==> config.mk <==
export PLATFORM = sky130hd
export DESIGN_NAME = alu_op_sequencer
export DESIGN_NICKNAME = d
export VERILOG_FILES = /design/src/rtl/alu_op_sequencer.sv
export SDC_FILE = /design/constraint.sdc
export NUM_CORES = 1
export LEC_CHECK = 0
export BUFFER_PORTS_ARGS = -buffer_cell sky130_fd_sc_hd__buf_2
export CAP_MARGIN = 20
export CORE_MARGIN = 4
export CORE_UTILIZATION = 45
export DETAILED_ROUTE_END_ITERATION = 10
export PLACE_DENSITY = 0.82
export SYNTH_ARGS = -nofsm -noshare
export SYNTH_HDL_FRONTEND = slang
export SYNTH_SLANG_ARGS = --single-unit
export TNS_END_PERCENT = 50
==> constraint.sdc <==
create_clock -name Clock -period 2.3 [get_ports Clock]
set_input_delay 0 -clock Clock [delete_from_list [all_inputs] [get_ports Clock]]
set_output_delay 0 -clock Clock [all_outputs]
set_load 0.01 [all_outputs]
==> src/rtl/alu_op_sequencer.sv <==
// Control sequencer for a single-bus datapath: walks fetch (T0-T2) and execute
// (T3-T6) microsteps and decodes Moore strobes from the current step and IR.
module alu_op_sequencer #(
  parameter int DATA_W    = 32,
  parameter int NUM_REGS  = 16,
  parameter int REG_SEL_W = $clog2(NUM_REGS)
) (
  input  logic                Clock,
  input  logic                Resetn,
  input  logic                start,
  input  logic                mem_rdy,
  input  logic [DATA_W-1:0]   IR,
  output logic                PCout,
  output logic                Zlowout,
  output logic                Zhighout,
  output logic                MDRout,
  output logic                MARin,
  output logic                Zin,
  output logic                PCin,
  output logic                MDRin,
  output logic                IRin,
  output logic                Yin,
  output logic                IncPC,
  output logic                Read,
  output logic                LOin,
  output logic                HIin,
  output logic [NUM_REGS-1:0] Rout,
  output logic [NUM_REGS-1:0] Rin,
  output logic [3:0]          alu_op,
  output logic                busy,
  output logic                done,
  output logic                illegal
);

  typedef enum logic [3:0] {
    S_IDLE, S_T0, S_T1, S_T2, S_T3, S_T4, S_T5, S_T6, S_DONE
  } state_t;

  typedef enum logic [1:0] {C_ILL, C_3R, C_MD, C_UN} cls_t;

  state_t state_q, state_d;
  cls_t   cls;
  logic [3:0]           op_sel;
  logic [4:0]           opcode;
  logic [REG_SEL_W-1:0] ra, rb, rc;
  logic                 unused_ir;

  assign opcode    = IR[DATA_W-1 -: 5];
  assign ra        = IR[DATA_W-6 -: REG_SEL_W];
  assign rb        = IR[DATA_W-6-REG_SEL_W -: REG_SEL_W];
  assign rc        = IR[DATA_W-6-2*REG_SEL_W -: REG_SEL_W];
  assign unused_ir = ^IR[DATA_W-6-3*REG_SEL_W:0];

  function automatic logic reg_ok(input logic [REG_SEL_W-1:0] f);
    return int'(f) < NUM_REGS;
  endfunction

  function automatic logic [NUM_REGS-1:0] onehot(input logic [REG_SEL_W-1:0] f);
    logic [NUM_REGS-1:0] v;
    v = '0;
    if (reg_ok(f)) v[f] = 1'b1;
    return v;
  endfunction

  // Instruction class and ALU select; bad register fields demote to illegal.
  always_comb begin
    cls    = C_ILL;
    op_sel = 4'h0;
    case (opcode)
      5'd3:  begin cls = C_3R; op_sel = 4'h2; end
      5'd4:  begin cls = C_3R; op_sel = 4'h3; end
      5'd5:  begin cls = C_3R; op_sel = 4'h0; end
      5'd6:  begin cls = C_3R; op_sel = 4'h1; end
      5'd7:  begin cls = C_3R; op_sel = 4'hA; end
      5'd8:  begin cls = C_3R; op_sel = 4'hB; end
      5'd9:  begin cls = C_3R; op_sel = 4'h7; end
      5'd10: begin cls = C_3R; op_sel = 4'h8; end
      5'd11: begin cls = C_3R; op_sel = 4'h9; end
      5'd15: begin cls = C_MD; op_sel = 4'h4; end
      5'd16: begin cls = C_MD; op_sel = 4'h6; end
      5'd17: begin cls = C_UN; op_sel = 4'hC; end
      5'd18: begin cls = C_UN; op_sel = 4'hD; end
      default: ;
    endcase
    if (cls == C_3R && !(reg_ok(ra) && reg_ok(rb) && reg_ok(rc))) cls = C_ILL;
    if ((cls == C_MD || cls == C_UN) && !(reg_ok(ra) && reg_ok(rb))) cls = C_ILL;
  end

  always_ff @(posedge Clock or negedge Resetn) begin
    if (!Resetn) state_q <= S_IDLE;
    else         state_q <= state_d;
  end

  always_comb begin
    state_d  = state_q;
    PCout    = 1'b0;
    Zlowout  = 1'b0;
    Zhighout = 1'b0;
    MDRout   = 1'b0;
    MARin    = 1'b0;
    Zin      = 1'b0;
    PCin     = 1'b0;
    MDRin    = 1'b0;
    IRin     = 1'b0;
    Yin      = 1'b0;
    IncPC    = 1'b0;
    Read     = 1'b0;
    LOin     = 1'b0;
    HIin     = 1'b0;
    Rout     = '0;
    Rin      = '0;
    alu_op   = 4'h0;
    done     = 1'b0;
    illegal  = 1'b0;
    busy     = (state_q != S_IDLE);
    case (state_q)
      S_IDLE: if (start) state_d = S_T0;
      S_T0: begin
        PCout = 1'b1; MARin = 1'b1; IncPC = 1'b1; Zin = 1'b1;
        state_d = S_T1;
      end
      S_T1: begin
        Zlowout = 1'b1; PCin = 1'b1; Read = 1'b1; MDRin = 1'b1;
        if (mem_rdy) state_d = S_T2;
      end
      S_T2: begin
        MDRout = 1'b1; IRin = 1'b1;
        state_d = S_T3;
      end
      S_T3: begin
        case (cls)
          C_3R: begin Rout = onehot(rb); Yin = 1'b1; end
          C_MD: begin Rout = onehot(ra); Yin = 1'b1; end
          C_UN: begin Rout = onehot(rb); alu_op = op_sel; Zin = 1'b1; end
          default: illegal = 1'b1;
        endcase
        state_d = (cls == C_ILL) ? S_DONE : S_T4;
      end
      S_T4: begin
        case (cls)
          C_3R: begin Rout = onehot(rc); alu_op = op_sel; Zin = 1'b1; end
          C_MD: begin Rout = onehot(rb); alu_op = op_sel; Zin = 1'b1; end
          C_UN: begin Zlowout = 1'b1; Rin = onehot(ra); end
          default: ;
        endcase
        state_d = (cls == C_3R || cls == C_MD) ? S_T5 : S_DONE;
      end
      S_T5: begin
        Zlowout = 1'b1;
        if (cls == C_MD) begin
          LOin    = 1'b1;
          state_d = S_T6;
        end else begin
          Rin     = onehot(ra);
          state_d = S_DONE;
        end
      end
      S_T6: begin
        Zhighout = 1'b1; HIin = 1'b1;
        state_d = S_DONE;
      end
      S_DONE: begin
        done    = 1'b1;
        state_d = S_IDLE;
      end
      default: state_d = S_IDLE;
    endcase
  end

endmodule

### Word-level counts from Yosys, hierarchy flattened

Index checks and enable logic that the tools add are counted.

* flip-flop bits (word level): 4
* latch bits: 0
* memory bits (writable): 0
* memory bits (read-only): 0
* output and inout bits: 53
* word-level logic and storage cells: 85
* memories kept: 0

* $add $sub $neg: 0
* multiply operators: 0
* div/mod/pow operators: 0
* $lt $le $gt $ge: 6
* eq/ne operators: 26
* shifts and indexed selects: 0
* mux-type cells: 37
* bitwise operators: 0
* reductions and logical operators: 15

Operators by type and width (number)
* 16-bit one-hot mux with 2 select lines: 4
* 4-bit one-hot mux with 12 select lines: 1
* 16-bit two-way mux: 2
* 4-bit one-hot mux with 8 select lines: 1
* 4-bit two-way mux: 7
* 5-bit by 4-bit == test with 1-bit output (second input constant): 5
* 5-bit by 3-bit == test with 1-bit output (second input constant): 4
* 4-bit by 3-bit == test with 1-bit output (second input constant): 4
* 5-bit == test (second input constant): 3
* 4-bit by 5-bit < comparator with 1-bit output (second input constant): 3
* 1-bit two-way mux: 15
* 1-bit demux with 4-bit select: 3
* 4-bit by 1-bit >= comparator with 1-bit output (second input constant): 3
* 2-bit OR reduction: 5
* 9-bit OR reduction: 1
* 4-bit by 2-bit == test with 1-bit output (second input constant): 2
* 4-bit one-hot mux with 2 select lines: 1
* 2-bit one-hot mux with 3 select lines: 1
* 5-bit by 2-bit == test with 1-bit output (second input constant): 1
* 2-bit == test (second input constant): 2
* 4-bit by 1-bit == test with 1-bit output (second input constant): 1
* 4-bit == test (second input constant): 1
* 4-bit zero test: 1
* 2-bit != test (second input constant): 2
* 9 further kinds: 11

### Depth between registers and ports, before layout

* word-level depth: 7
* depth in mapped cells: 12
* mapped depth without buffers: 9

### Worst setup path after synthesis

Ideal clock, no wire load.

* path kind: input port to output port
* start point: in IR[31]
* end point: out Rin[13]
* arrival: 2.098 ns
* data required time: 2.300 ns
* setup slack: 0.202 ns
* stages on the path: 10
* cell sequence: buf_6 or2_4 o21a_1 buf_6 buf_12 ha_1 or3b_2 a21oi_2 nand3b_1 nor2_1

* cells in the longest elaborated chain, start to end: 6
* elaborated cells between the ends (all ways): 22
* classes of those cells: eq/ne: 15; mux: 4; reduce/logical: 3

RTL lines
* from (decl): RTL line 12 `input logic [DATA_W-1:0] IR,`
* 5-bit by 4-bit == test with 1-bit output, or another cell as far along: RTL line 69 `case (opcode)`
* 9-bit OR reduction (no line) / 2-bit OR reduction (equally long branches)
* 2-bit one-hot mux with 3 select lines *: RTL line 69
* 2-bit == test (on tied branches): RTL line 150, 140
* 16-bit two-way mux (on tied branches): RTL line 150, 140
* 16-bit one-hot mux with 2 select lines *: RTL line 116 `case (state_q)`
* to (decl): RTL line 28 `output logic [NUM_REGS-1:0] Rin,`

Mark *: on every way between the ends. The rest lies on a longest branch, timed or not.

### Worst setup path after layout

* start point: in IR[28]
* end point: out Rout[8]

* cells in the longest elaborated chain, start to end: 7
* elaborated cells between the ends (all ways): 24
* classes of those cells: eq/ne: 16; mux: 4; reduce/logical: 4

RTL lines
* 5-bit by 4-bit == test with 1-bit output, or another cell as far along: RTL line 69
* 9-bit OR reduction (no line) / 2-bit OR reduction (equally long branches)
* 2-bit one-hot mux with 3 select lines *: RTL line 69
* 2-bit by 1-bit == test with 1-bit output / 2-bit == test (equally long branches): RTL line 131, 140
* 2-bit OR reduction (no line)
* 16-bit one-hot mux with 2 select lines: RTL line 131 `case (cls)`
* 16-bit one-hot mux with 2 select lines *: RTL line 116
* to (decl): RTL line 27 `output logic [NUM_REGS-1:0] Rout,`

Marks and branches as above.

==> reports/results.tsv <==
metric	value	unit
DR vias	1851	
Worst-Skew Late Latency	230	ps
Initial Utilization	46.7	%
fmax	467	MHz
antenna diode count	0	
Hold Vio Cnt, Final	0	
max reg flops	4	
period utilization	93.1	%
postcts setup bufs	0	
number of global-route vias before repair	1668	
IO Port Bufs	73	
dominant cell type by area after synthesis	o41ai_2	
Die H	67.1	µm
Distinct cells, synth	52	
sequential fraction of the synthesis area	6.38	%
Tmin final	2140	ps
H-tree lvl count	1	
CP startpoint kind	input pin	
critical path class	input pin to output port	
WP data arrival	2140	ps
worst ir drop on vdd	0.488	mV
unrepaired setup endpoints after global routing	false	
Area Overhead vs Synth	22.3	%
std cell rows	21	
synthesized area	1570	µm²
Max-cap violations	0	
Most flops, register	state_q	
Area contributors post-synth	o41ai_2 10%, o22ai_1 6.8%, nor2_1 6.5%	
Yosys top cell area share	10.4	%
post-route cell area	1920	µm²
root buffer cell	clkbuf_4	
skew final	0.169	ps
yosys warns	0	
DRC	0	
Clock Path Buffers	2	
PwrDens	482	nW/µm²
drt total wl	4430	µm
Iter 0 DRT Violations	162	
placed cell area	1880	µm²
Largest regs	state_q x4	
grt total ovfl	0	
Nets	312	
syn_nets	250	
Max-slew headroom	66.5	%
P_leak	0.000877	µW
outcome	finished clean	
Worst EP required	2300	ps
CTS tree	done	
Final Instance Count excl. Fillers	316	
final slew viol count	0	
GP Congestion	0.993	
# IOs	89	
clock slew at reported path FFs	40	ps
first-pass detailed-route iteration total	4	
chip width	67.1	µm
Die Footprint	4500	µm²
CORE AREA	3360	µm²
ANT nets after route	0	
filler cell count	377	
DPL Wire Length	3470	µm
# setup viols final	0	
Worst-Margin Slew	503	ps
vias per inst	5.86	
TNS Setup	0	ps
cts bufs inserted	3	
placed instance count	312	
antenna violations before repair	0	
first-pass GRT wire length	7190	µm
#FFs+latches synth	4	
share of cells above drive strength 1	41.5	%
drt wl/cell	14.0	µm
CTS sink count	4	
total track usage	19.6	%
cells after synthesis	210	
pin count of the biggest net entering global routing	19	
Worst R2R Path Depth	3	
Crit Path Max Fanout	9	
hold crit path type	input pin to asynchronous set/reset pin	
syn avg cell area	7.47	µm²
Crit. End Element	output port	
==> where the power goes <==
group	total [µW]	internal (µW)	leakage [µW]	switching, µW
clock network	84.6	58.2	0.0000138	26.3
logic	645	271	0.000810	374
registers	196	102	0.0000523	94.9
==> final cells by class <==
type,instances,area (µm²),area share (%)
clock buffers,3,22.5,1.17
inverters,6,22.5,1.17
multi-input cells,176,1290,67.1
flip-flops and latches,4,100,5.22
well taps,46,57.6,3.00
repair buffers,81,428,22.3
==> logic make-up after synthesis <==
family                     share of synthesized area [%]
DFF                                                 6.38
and+or+nand+nor                                     37.5
buffers and inverters                               12.0
AOI/OAI and AO/OA                                   37.6
xor gates and xnor gates                            2.15
muxes                                               1.28
adders and majority gates                           3.19
==> critical path: stages <==
cell and delay (ps):
buf_2 160, xor2_2 190, a31oi_1 210, o21a_1 230
ha_2 280, or3b_2 510, o22ai_1 190, a22oi_1 120
o41ai_2 70, buf_2 180
==> metrics by stage <==
stage,utilization [%],worst slack [ps],hold WS (ps),total power (µW)
2_1_floorplan,-,202,-296,710
3_3_place_gp,55.9,153,-195,831
3_5_place_dp,55.9,120,-193,842
4_1_cts,56.8,117,86.2,934
5_1_grt,57.1,35.0,102,1030
6_report,57.1,158,96.6,926
==> layout by cell type (no fill, tap or decap), types with 5 or more instances in the layout <==
master,Yosys,final
nand2_1,11,11
o22ai_1,17,17
a21oi_1,7,7
o41ai_2,10,10
nor2_1,27,27
nor2b_1,5,5
buf_2,2,73
inv_1,6,6
nand3_1,5,5
a32oi_1,5,5
o41ai_1,6,6
nand2b_1,15,15
buf_4,9,7
a22oi_1,13,13
nand3b_1,6,6
==> repair_timing <==
action / 4_1_cts / 5_1_grt
gates resized for setup: 0 / 2
endpoints found under the hold margin: 4 / 0
endpoints found under the setup margin: 0 / 7
hold buffers: 1 / 0
==> synthesized netlist by cell type (all sizes together) <==
cell,instances
nand2,12
o22ai,17
inv,6
xnor2,1
o41ai,16
nor3b,2
o22a,2
nand3,5
or2,6
a32oi,5
and2,1
nand2b,15
nand4bb,1
o311ai,1
and2b,1
a22oi,13
nor3,6
or3b,3
a31oi,1
nand4,1
a2111oi,1
clkbuf,6
or4,1
o21a,2
mux2i,2
a211oi,2
or2b,1
nor2,27
ha,4
a21oi,8
dfrtp,4
nor2b,5
o211a,1
nor4b,2
xor2,2
buf,18
nor4,3
nand3b,6
==> layer usage <==
metal	GRT usage, %	part of all wire [%]	up-vias
met5	0	0	-
met3	2.02	7.7	0
met4	5.82	0	0
li1	-	-	929
met2	33.6	49	72
met1	25.5	43	850
==> final timing paths <==
| path | start | slack, ps | endpoint |
|---|---|---|---|
| min | Resetn | 100 | state_q[2] |
| min reg2reg | state_q[3] | 630 | state_q[1] |
| max in group asynchronous | Resetn | 2090 | state_q[1] |
| min in group Clock | start | 210 | state_q[0] |
| max | IR[28] | 160 | Rout[8] |
| max reg2reg | state_q[1] | 740 | state_q[0] |
No activity file was read; power rests on OpenSTA's default activity.
